[src/rtl/keypad_pkg.sv]
// Shared keypad definitions: FSM states, line polarity and the key -> (row, col) map
// used by the keypad emulator and any future keypad-side blocks.
package keypad_pkg;

  typedef enum logic [2:0] {
    ST_IDLE,
    ST_BOUNCE_IN,
    ST_HOLD,
    ST_BOUNCE_OUT,
    ST_GAP
  } state_e;

  // Matrix position: r selects row[3-r], c selects col[3-c].
  typedef struct packed {
    logic [1:0] r;
    logic [1:0] c;
  } key_pos_t;

  localparam logic [3:0] ROW_IDLE    = 4'b1111;
  localparam logic       LINE_ACTIVE = 1'b0;
  localparam logic       LINE_IDLE   = 1'b1;

  function automatic key_pos_t key_pos(input logic [3:0] key);
    key_pos_t p;
    p = '{2'd3, 2'd0};
    case (key)
      4'h1: p = '{2'd0, 2'd0};
      4'h2: p = '{2'd0, 2'd1};
      4'h3: p = '{2'd0, 2'd2};
      4'hA: p = '{2'd0, 2'd3};
      4'h4: p = '{2'd1, 2'd0};
      4'h5: p = '{2'd1, 2'd1};
      4'h6: p = '{2'd1, 2'd2};
      4'hB: p = '{2'd1, 2'd3};
      4'h7: p = '{2'd2, 2'd0};
      4'h8: p = '{2'd2, 2'd1};
      4'h9: p = '{2'd2, 2'd2};
      4'hC: p = '{2'd2, 2'd3};
      4'h0: p = '{2'd3, 2'd0};
      4'hF: p = '{2'd3, 2'd1};
      4'hE: p = '{2'd3, 2'd2};
      4'hD: p = '{2'd3, 2'd3};
      default: p = '{2'd3, 2'd0};
    endcase
    return p;
  endfunction

endpackage

[src/rtl/keypad_if.sv]
// Key-event handshake into the keypad emulator: valid/ready plus the key code
// and the bounce request sampled with it.
interface keypad_if;
  logic       ev_valid;
  logic       ev_ready;
  logic [3:0] ev_key;
  logic       ev_bounce;

  modport master (output ev_valid, ev_key, ev_bounce, input ev_ready);
  modport slave  (input ev_valid, ev_key, ev_bounce, output ev_ready);
endinterface

[src/rtl/keypad_key_map.sv]
// Combinational key decode: key code to active-low one-hot row mask and the
// bit index of the col line that key sits on.
module keypad_key_map
  import keypad_pkg::*;
(
  input  logic [3:0] ev_key,
  output logic [3:0] row_mask,
  output logic [1:0] col_idx
);

  key_pos_t pos;

  always_comb begin
    pos                  = key_pos(ev_key);
    row_mask             = ROW_IDLE;
    row_mask[2'd3 - pos.r] = LINE_ACTIVE;
    col_idx              = 2'd3 - pos.c;
  end

endmodule

[src/rtl/keypad_emulator.sv]
// Passive 4x4 keypad stand-in: each accepted key event becomes one timed
// press/release (optionally bounced) seen by the scanning decoder on row.
module keypad_emulator
  import keypad_pkg::*;
#(
  parameter int unsigned      CNT_W         = 24,
  parameter logic [CNT_W-1:0] HOLD_CYCLES   = 24'd1_000_000,
  parameter logic [CNT_W-1:0] BOUNCE_CYCLES = 24'd20_000,
  parameter logic [CNT_W-1:0] BOUNCE_PERIOD = 24'd2_500,
  parameter logic [CNT_W-1:0] GAP_CYCLES    = 24'd500_000
) (
  input  logic       clk,
  input  logic       rst_n,
  keypad_if.slave    ev,
  input  logic [3:0] col,
  output logic [3:0] row,
  output logic       busy,
  output logic       contact,
  output logic [3:0] active_key
);

  // Counters hold "cycles remaining minus one" so a phase ends when they read zero.
  localparam logic [CNT_W-1:0] HOLD_LOAD   = HOLD_CYCLES   - CNT_W'(1);
  localparam logic [CNT_W-1:0] BOUNCE_LOAD = BOUNCE_CYCLES - CNT_W'(1);
  localparam logic [CNT_W-1:0] PERIOD_LOAD = BOUNCE_PERIOD - CNT_W'(1);
  localparam logic [CNT_W-1:0] GAP_LOAD    = GAP_CYCLES    - CNT_W'(1);

  state_e           state_q, state_d;
  logic [CNT_W-1:0] cnt_q, cnt_d;
  logic [CNT_W-1:0] tcnt_q, tcnt_d;
  logic             contact_q, contact_d;
  logic             ready_q, ready_d;
  logic             bounce_q, bounce_d;
  logic [3:0]       key_q, key_d;
  logic [3:0]       row_mask;
  logic [1:0]       col_idx;

  // NOTE: every variable written here gets a default first, so no path can infer a latch.
  always_comb begin
    state_d   = state_q;
    cnt_d     = cnt_q;
    tcnt_d    = tcnt_q;
    contact_d = contact_q;
    bounce_d  = bounce_q;
    key_d     = key_q;

    unique case (state_q)
      ST_IDLE: begin
        if (ev.ev_valid && ready_q) begin
          key_d     = ev.ev_key;
          bounce_d  = ev.ev_bounce;
          contact_d = 1'b1;
          tcnt_d    = PERIOD_LOAD;
          if (ev.ev_bounce) begin
            state_d = ST_BOUNCE_IN;
            cnt_d   = BOUNCE_LOAD;
          end else begin
            state_d = ST_HOLD;
            cnt_d   = HOLD_LOAD;
          end
        end
      end

      ST_BOUNCE_IN, ST_BOUNCE_OUT: begin
        if (cnt_q == '0) begin
          if (state_q == ST_BOUNCE_IN) begin
            state_d   = ST_HOLD;
            cnt_d     = HOLD_LOAD;
            contact_d = 1'b1;
          end else begin
            state_d   = ST_GAP;
            cnt_d     = GAP_LOAD;
            contact_d = 1'b0;
          end
        end else begin
          cnt_d = cnt_q - CNT_W'(1);
          if (tcnt_q == '0) begin
            contact_d = ~contact_q;
            tcnt_d    = PERIOD_LOAD;
          end else begin
            tcnt_d = tcnt_q - CNT_W'(1);
          end
        end
      end

      ST_HOLD: begin
        if (cnt_q == '0) begin
          contact_d = 1'b0;
          tcnt_d    = PERIOD_LOAD;
          if (bounce_q) begin
            state_d = ST_BOUNCE_OUT;
            cnt_d   = BOUNCE_LOAD;
          end else begin
            state_d = ST_GAP;
            cnt_d   = GAP_LOAD;
          end
        end else begin
          cnt_d = cnt_q - CNT_W'(1);
        end
      end

      ST_GAP: begin
        if (cnt_q == '0) state_d = ST_IDLE;
        else             cnt_d   = cnt_q - CNT_W'(1);
      end

      default: state_d = ST_IDLE;
    endcase

    // Registered ready lines up with the return to IDLE, so busy and ready never overlap.
    ready_d = (state_d == ST_IDLE);
  end

  // NOTE: sequential state uses non-blocking assignments so all registers update together.
  always_ff @(posedge clk) begin
    if (!rst_n) begin
      state_q   <= ST_IDLE;
      cnt_q     <= '0;
      tcnt_q    <= '0;
      contact_q <= 1'b0;
      ready_q   <= 1'b0;
      bounce_q  <= 1'b0;
      key_q     <= 4'h0;
    end else begin
      state_q   <= state_d;
      cnt_q     <= cnt_d;
      tcnt_q    <= tcnt_d;
      contact_q <= contact_d;
      ready_q   <= ready_d;
      bounce_q  <= bounce_d;
      key_q     <= key_d;
    end
  end

  keypad_key_map u_key_map (
    .ev_key   (key_q),
    .row_mask (row_mask),
    .col_idx  (col_idx)
  );

  // Passive switch: row follows the live col with no clock latency.
  always_comb begin
    row = ROW_IDLE;
    if (contact_q && (col[col_idx] == LINE_ACTIVE)) row = row_mask;
  end

  assign ev.ev_ready  = ready_q;
  assign busy         = (state_q != ST_IDLE);
  assign contact      = contact_q;
  assign active_key   = key_q;

endmodule

[src/flat_wrapper.sv]
// flat-port wrapper written by rule: the top's interface ports become plain ports
module keypad_emulator_flat import keypad_pkg::*;
#(
  parameter int unsigned      CNT_W         = 24,
  parameter logic [CNT_W-1:0] HOLD_CYCLES   = 24'd1_000_000,
  parameter logic [CNT_W-1:0] BOUNCE_CYCLES = 24'd20_000,
  parameter logic [CNT_W-1:0] BOUNCE_PERIOD = 24'd2_500,
  parameter logic [CNT_W-1:0] GAP_CYCLES    = 24'd500_000
)
  (clk, rst_n, col, row, busy, contact, active_key, ev_ev_valid, ev_ev_key, ev_ev_bounce, ev_ev_ready);
  keypad_if ev_i ();
  input  logic clk;
  input  logic rst_n;
  input  logic [3:0] col;
  output logic [3:0] row;
  output logic busy;
  output logic contact;
  output logic [3:0] active_key;
  input wire logic [$bits(ev_i.ev_valid)-1:0] ev_ev_valid;
  input wire logic [$bits(ev_i.ev_key)-1:0] ev_ev_key;
  input wire logic [$bits(ev_i.ev_bounce)-1:0] ev_ev_bounce;
  output wire logic [$bits(ev_i.ev_ready)-1:0] ev_ev_ready;
  assign ev_i.ev_valid = ev_ev_valid;
  assign ev_i.ev_key = ev_ev_key;
  assign ev_i.ev_bounce = ev_ev_bounce;
  assign ev_ev_ready = ev_i.ev_ready;
  keypad_emulator #(.CNT_W(CNT_W), .HOLD_CYCLES(HOLD_CYCLES), .BOUNCE_CYCLES(BOUNCE_CYCLES), .BOUNCE_PERIOD(BOUNCE_PERIOD), .GAP_CYCLES(GAP_CYCLES)) u_core (.clk(clk), .rst_n(rst_n), .ev(ev_i), .col(col), .row(row), .busy(busy), .contact(contact), .active_key(active_key));
endmodule
[config.mk]
export PLATFORM = sky130hd
export DESIGN_NAME = keypad_emulator_flat
export DESIGN_NICKNAME = d
export VERILOG_FILES = /design/src/rtl/keypad_pkg.sv /design/src/rtl/keypad_if.sv /design/src/rtl/keypad_key_map.sv /design/src/rtl/keypad_emulator.sv /design/src/flat_wrapper.sv
export SDC_FILE = /design/constraint.sdc
export NUM_CORES = 1
export LEC_CHECK = 0
export ABC_AREA = 1
export BUFFER_PORTS_ARGS = -buffer_cell sky130_fd_sc_hd__buf_2
export CAP_MARGIN = 15
export CORE_AREA = 10 10 89 91
export DETAILED_ROUTE_END_ITERATION = 10
export DIE_AREA = 0 0 99 101
export HOLD_SLACK_MARGIN = 0.08
export PLACE_DENSITY = 0.83
export SKIP_LAST_GASP = 1
export SLEW_MARGIN = 30
export SYNTH_ARGS = -nofsm -noshare
export SYNTH_HDL_FRONTEND = slang
export SYNTH_SLANG_ARGS = --single-unit
[constraint.sdc]
create_clock -name clk -period 2.9 [get_ports clk]
set_input_delay 0.29 -clock clk [delete_from_list [all_inputs] [get_ports clk]]
set_output_delay 0.29 -clock clk [all_outputs]
set_load 0.1 [all_outputs]
==> impl_metrics.yaml <==
outcome:
  result_of_the_run: "complete, no violations"
layout:
  layout-area-overhead-vs-synth_pct: 7.15
  combined_flip_flop_and_latch_cell_area_um2: 1240
  antenna-diode-count: 0
  post-route-cell-area_um2: 4200
  nNetsFinal: 634
  multiInputGateArea_um2: 2320
  layout-drive-gt1-share: 0.138
  layout.filler_cells: 535
critical_path:
  cp_slowest_cell: "sky130_fd_sc_hd__dfxtp_1"
  worst_setup_path_start_kind: "flop"
  path_buf_inv: 2
  path_common_cell: "sky130_fd_sc_hd__nand2_2"
  crit_path_max_fanout: 28
  crit_path_max_incr_delay_ps: 360
  crit_required_ps: 3170
  critical_path.top_delay_family: "simple AND/OR/NAND/NOR gates"
  timing.setup.critical_path_class: "flop to flop"
  end_kind: "flop"
  timing.critical_path.cells: "inv_1 > ha_1 > nand2_2 > nor2_4 > nand2_4 > nor2_8 > nand2_4 > nand2_2 > nand2_2 > buf_4 > nand3_1 > nor2_1 > nand2_1 > a21oi_1"
  crit_path_dat_ps: 2460
synthesis:
  synth_top_cell_area_share: 0.317
  ys_types: 44
  ys.flop_type: "sky130_fd_sc_hd__dfxtp_1"
  synth-edff-count: 0
  synth_top_area_cell: "sky130_fd_sc_hd__dfxtp_1"
  synth.net_count: 612
  post_synth_inst_count: 597
  synth_seq_area_share: 0.317
  synth-seq-cells: 62
  netlist_area_um2: 3920
  ys.warnings.count: 0
  synth_area_per_cell_um2: 6.56
  synthTopCellsByArea: "sky130_fd_sc_hd__dfxtp_1, sky130_fd_sc_hd__nand2_1, sky130_fd_sc_hd__nor2_1"
  synth_async_sr_flop_share: 0
timing:
  timing_max_transition_violations_final: 0
  skew_ps: 6.13
  finalHoldViolCount: 0
  post-route-worst-setup-slack_ps: 701
  period_needed_ps: 2200
  grt_setup_unrepaired: "no"
  setup_total_negative_slack_ps: 0
  setup_viol_count_final: 0
  slew_headroom: 0.668
  fin_worst_hold_slack_ps: 266
  max_clock_freq_mhz: 455
  max_slew.worst_pin.slew_ps: 497
  min_period_over_period: 0.758
floorplanning:
  die-height_um: 101
  core-area_um2: 6200
  floorplan.rows: 29
  fp.dieArea_um2: 10000
  die_width_um: 99
  initial_utilization: 0.632
  io_pins: 23
clocking:
  number_of_h_tree_branching_levels: 3
  clk-insertion-delay-late_ps: 330
  clock_tree.root_cell: "sky130_fd_sc_hd__clkbuf_8"
  cts_hold_buffers: 0
  cts_tree: "yes"
  maximum_clock_insertion_buffer_count: 2
  cts.sinks: 62
  cts.clk_slew.worst_paths_ps: 70
  cts_resized: 0
  cts_setup_buffers: 0
  cts_made_buffers: 9
routing:
  routed-wl-met3_um: 432
  detail_route_met2_wl_um: 4540
  totalWireLength_um: 9560
  detail_route.first_pass.iterations: 5
  detail-route-antenna-nets: 0
  drt-vias-per-instance: 5.51
  drc: 0
  avgRoutedWirePerCell_um: 13.7
  drt-initial-drc-count: 274
  m1WireLength_um: 4410
  routed.top_layer: "met4"
  route.vias.total: 3850
placement:
  finalWeightedCongestion: 0.908
  dpl_hpwl_um: 7090
  pre_cts_ws_ps: 760
  io_buffers: 22
  post_dp_cell_area_um2: 4040
global_routing:
  total_gr_overflow: 0
  track_usage: 0.195
  grt_pass1_vias: 3690
  grt_max_degree: 30
  grt_pass1_wl_um: 16500
  antenna_violations_before_repair: 0
min_path:
  min_path_type: "primary input to flop"
power_and_ir_drop:
  worst_case_vdd_ir_drop_uv: 520
  power_density_nw_per_um2: 762
  static-leakage-power_nw: 1.97
  design_power_total_mw: 3.20
run:
  max_cap_viol_count: 0
[synth_stat cells, drive strengths merged, types with 4 or more instances]
cell type and instances:
nand2 145, nor2 121, inv 66, dfxtp 62, a21oi 44, nand3 41
o21ai 35, nor3 17, xor2 17, buf 10, nand4 9, clkbuf 4
nand3b 4
[layer usage]
metal,up-vias,GRT usage
met3,17,0.0336
met5,-,0
met1,1764,0.247
li1,1965,-
met4,0,0.0783
met2,104,0.319
[flip-flops by register name (all words and copies together), names as in the netlist]
signal                cells
u_core.bounce_q           1
u_core.tcnt_q            24
u_core.u_key_map.pos      4
u_core.active_key         4
u_core.cnt_q             24
u_core.contact            1
u_core.ev.ev_ready        1
u_core.state_q            3
[worst paths after layout]
| kind | slack [ps] | start | cells after the start | end |
|---|---|---|---|---|
| max | 700 | u_core.cnt_q[0] | 14 | u_core.cnt_q[13] |
| min | 270 | ev_ev_bounce | 3 | u_core.state_q[0] |
| min reg2reg | 480 | u_core.cnt_q[0] | 1 | u_core.cnt_q[0] |
| max reg2reg | 700 | u_core.cnt_q[0] | 14 | u_core.cnt_q[13] |
[power by group]
part	switching (mW)	leakage [nW]	total (mW)	internal, mW
Combinational	1.05	1.38	1.50	0.449
Clock	0.312	0.0821	0.634	0.322
Sequential	0.104	0.507	1.06	0.958
[per-stage QoR]
step	utilization	instances
2_1_floorplan	-	597
6_report	0.677	699
5_1_grt	0.677	699
3_5_place_dp	0.652	685
4_1_cts	0.677	699
3_3_place_gp	0.652	685
[final cells by class]
type | count | share of cell area
Tap cell | 77 | 0.0229
Timing Repair Buffer | 25 | 0.0316
Sequential cell | 62 | 0.296
Clock inverter | 2 | 0.00238
Multi-Input combinational cell | 455 | 0.553
Inverter | 66 | 0.0596
Clock buffer | 12 | 0.0346
[kinds of logic (layout without fill, tap and decap cells)]
group / count (synthesis) / in the layout / synth area share
mux: 1 / 1 / 0.00255
simple gates: 342 / 342 / 0.410
compound gates: 90 / 90 / 0.128
xor+xnor: 19 / 19 / 0.0425
fa+ha+maj: 3 / 3 / 0.00958
flops: 62 / 62 / 0.317
buf+inv: 80 / 105 / 0.0904
[cell usage in the layout, fill, tap and decap left out, types with 2 or more instances in the layout]
master / instances
sky130_fd_sc_hd__a21oi_2: 3
sky130_fd_sc_hd__nand2_2: 6
sky130_fd_sc_hd__o21ai_1: 9
sky130_fd_sc_hd__buf_2: 22
sky130_fd_sc_hd__clkbuf_1: 2
sky130_fd_sc_hd__clkbuf_8: 10
sky130_fd_sc_hd__nor3_1: 13
sky130_fd_sc_hd__o31ai_1: 3
sky130_fd_sc_hd__nor4_1: 2
sky130_fd_sc_hd__nand3_1: 38
sky130_fd_sc_hd__nand3_2: 2
sky130_fd_sc_hd__nor2_8: 2
sky130_fd_sc_hd__inv_1: 60
sky130_fd_sc_hd__a31oi_1: 3
sky130_fd_sc_hd__nor2_2: 9
sky130_fd_sc_hd__xnor2_1: 2
sky130_fd_sc_hd__xor2_1: 17
sky130_fd_sc_hd__a211oi_1: 2
sky130_fd_sc_hd__nand2_1: 133
sky130_fd_sc_hd__dfxtp_1: 62
sky130_fd_sc_hd__nor3_2: 4
sky130_fd_sc_hd__a21oi_1: 41
sky130_fd_sc_hd__nand2_4: 6
sky130_fd_sc_hd__buf_4: 3
sky130_fd_sc_hd__ha_1: 3
sky130_fd_sc_hd__nor2_1: 105
sky130_fd_sc_hd__nor2_4: 5
sky130_fd_sc_hd__nand4_1: 9
sky130_fd_sc_hd__nand3b_1: 3
sky130_fd_sc_hd__clkinv_2: 2
sky130_fd_sc_hd__o21ai_0: 24
sky130_fd_sc_hd__inv_2: 5
[tightest hold or removal path, stage by stage]
cell and delay [ps]:
sky130_fd_sc_hd__buf_2 110, sky130_fd_sc_hd__nand2_1 60, sky130_fd_sc_hd__a31oi_1 80
No activity file was read; power rests on OpenSTA's default activity.
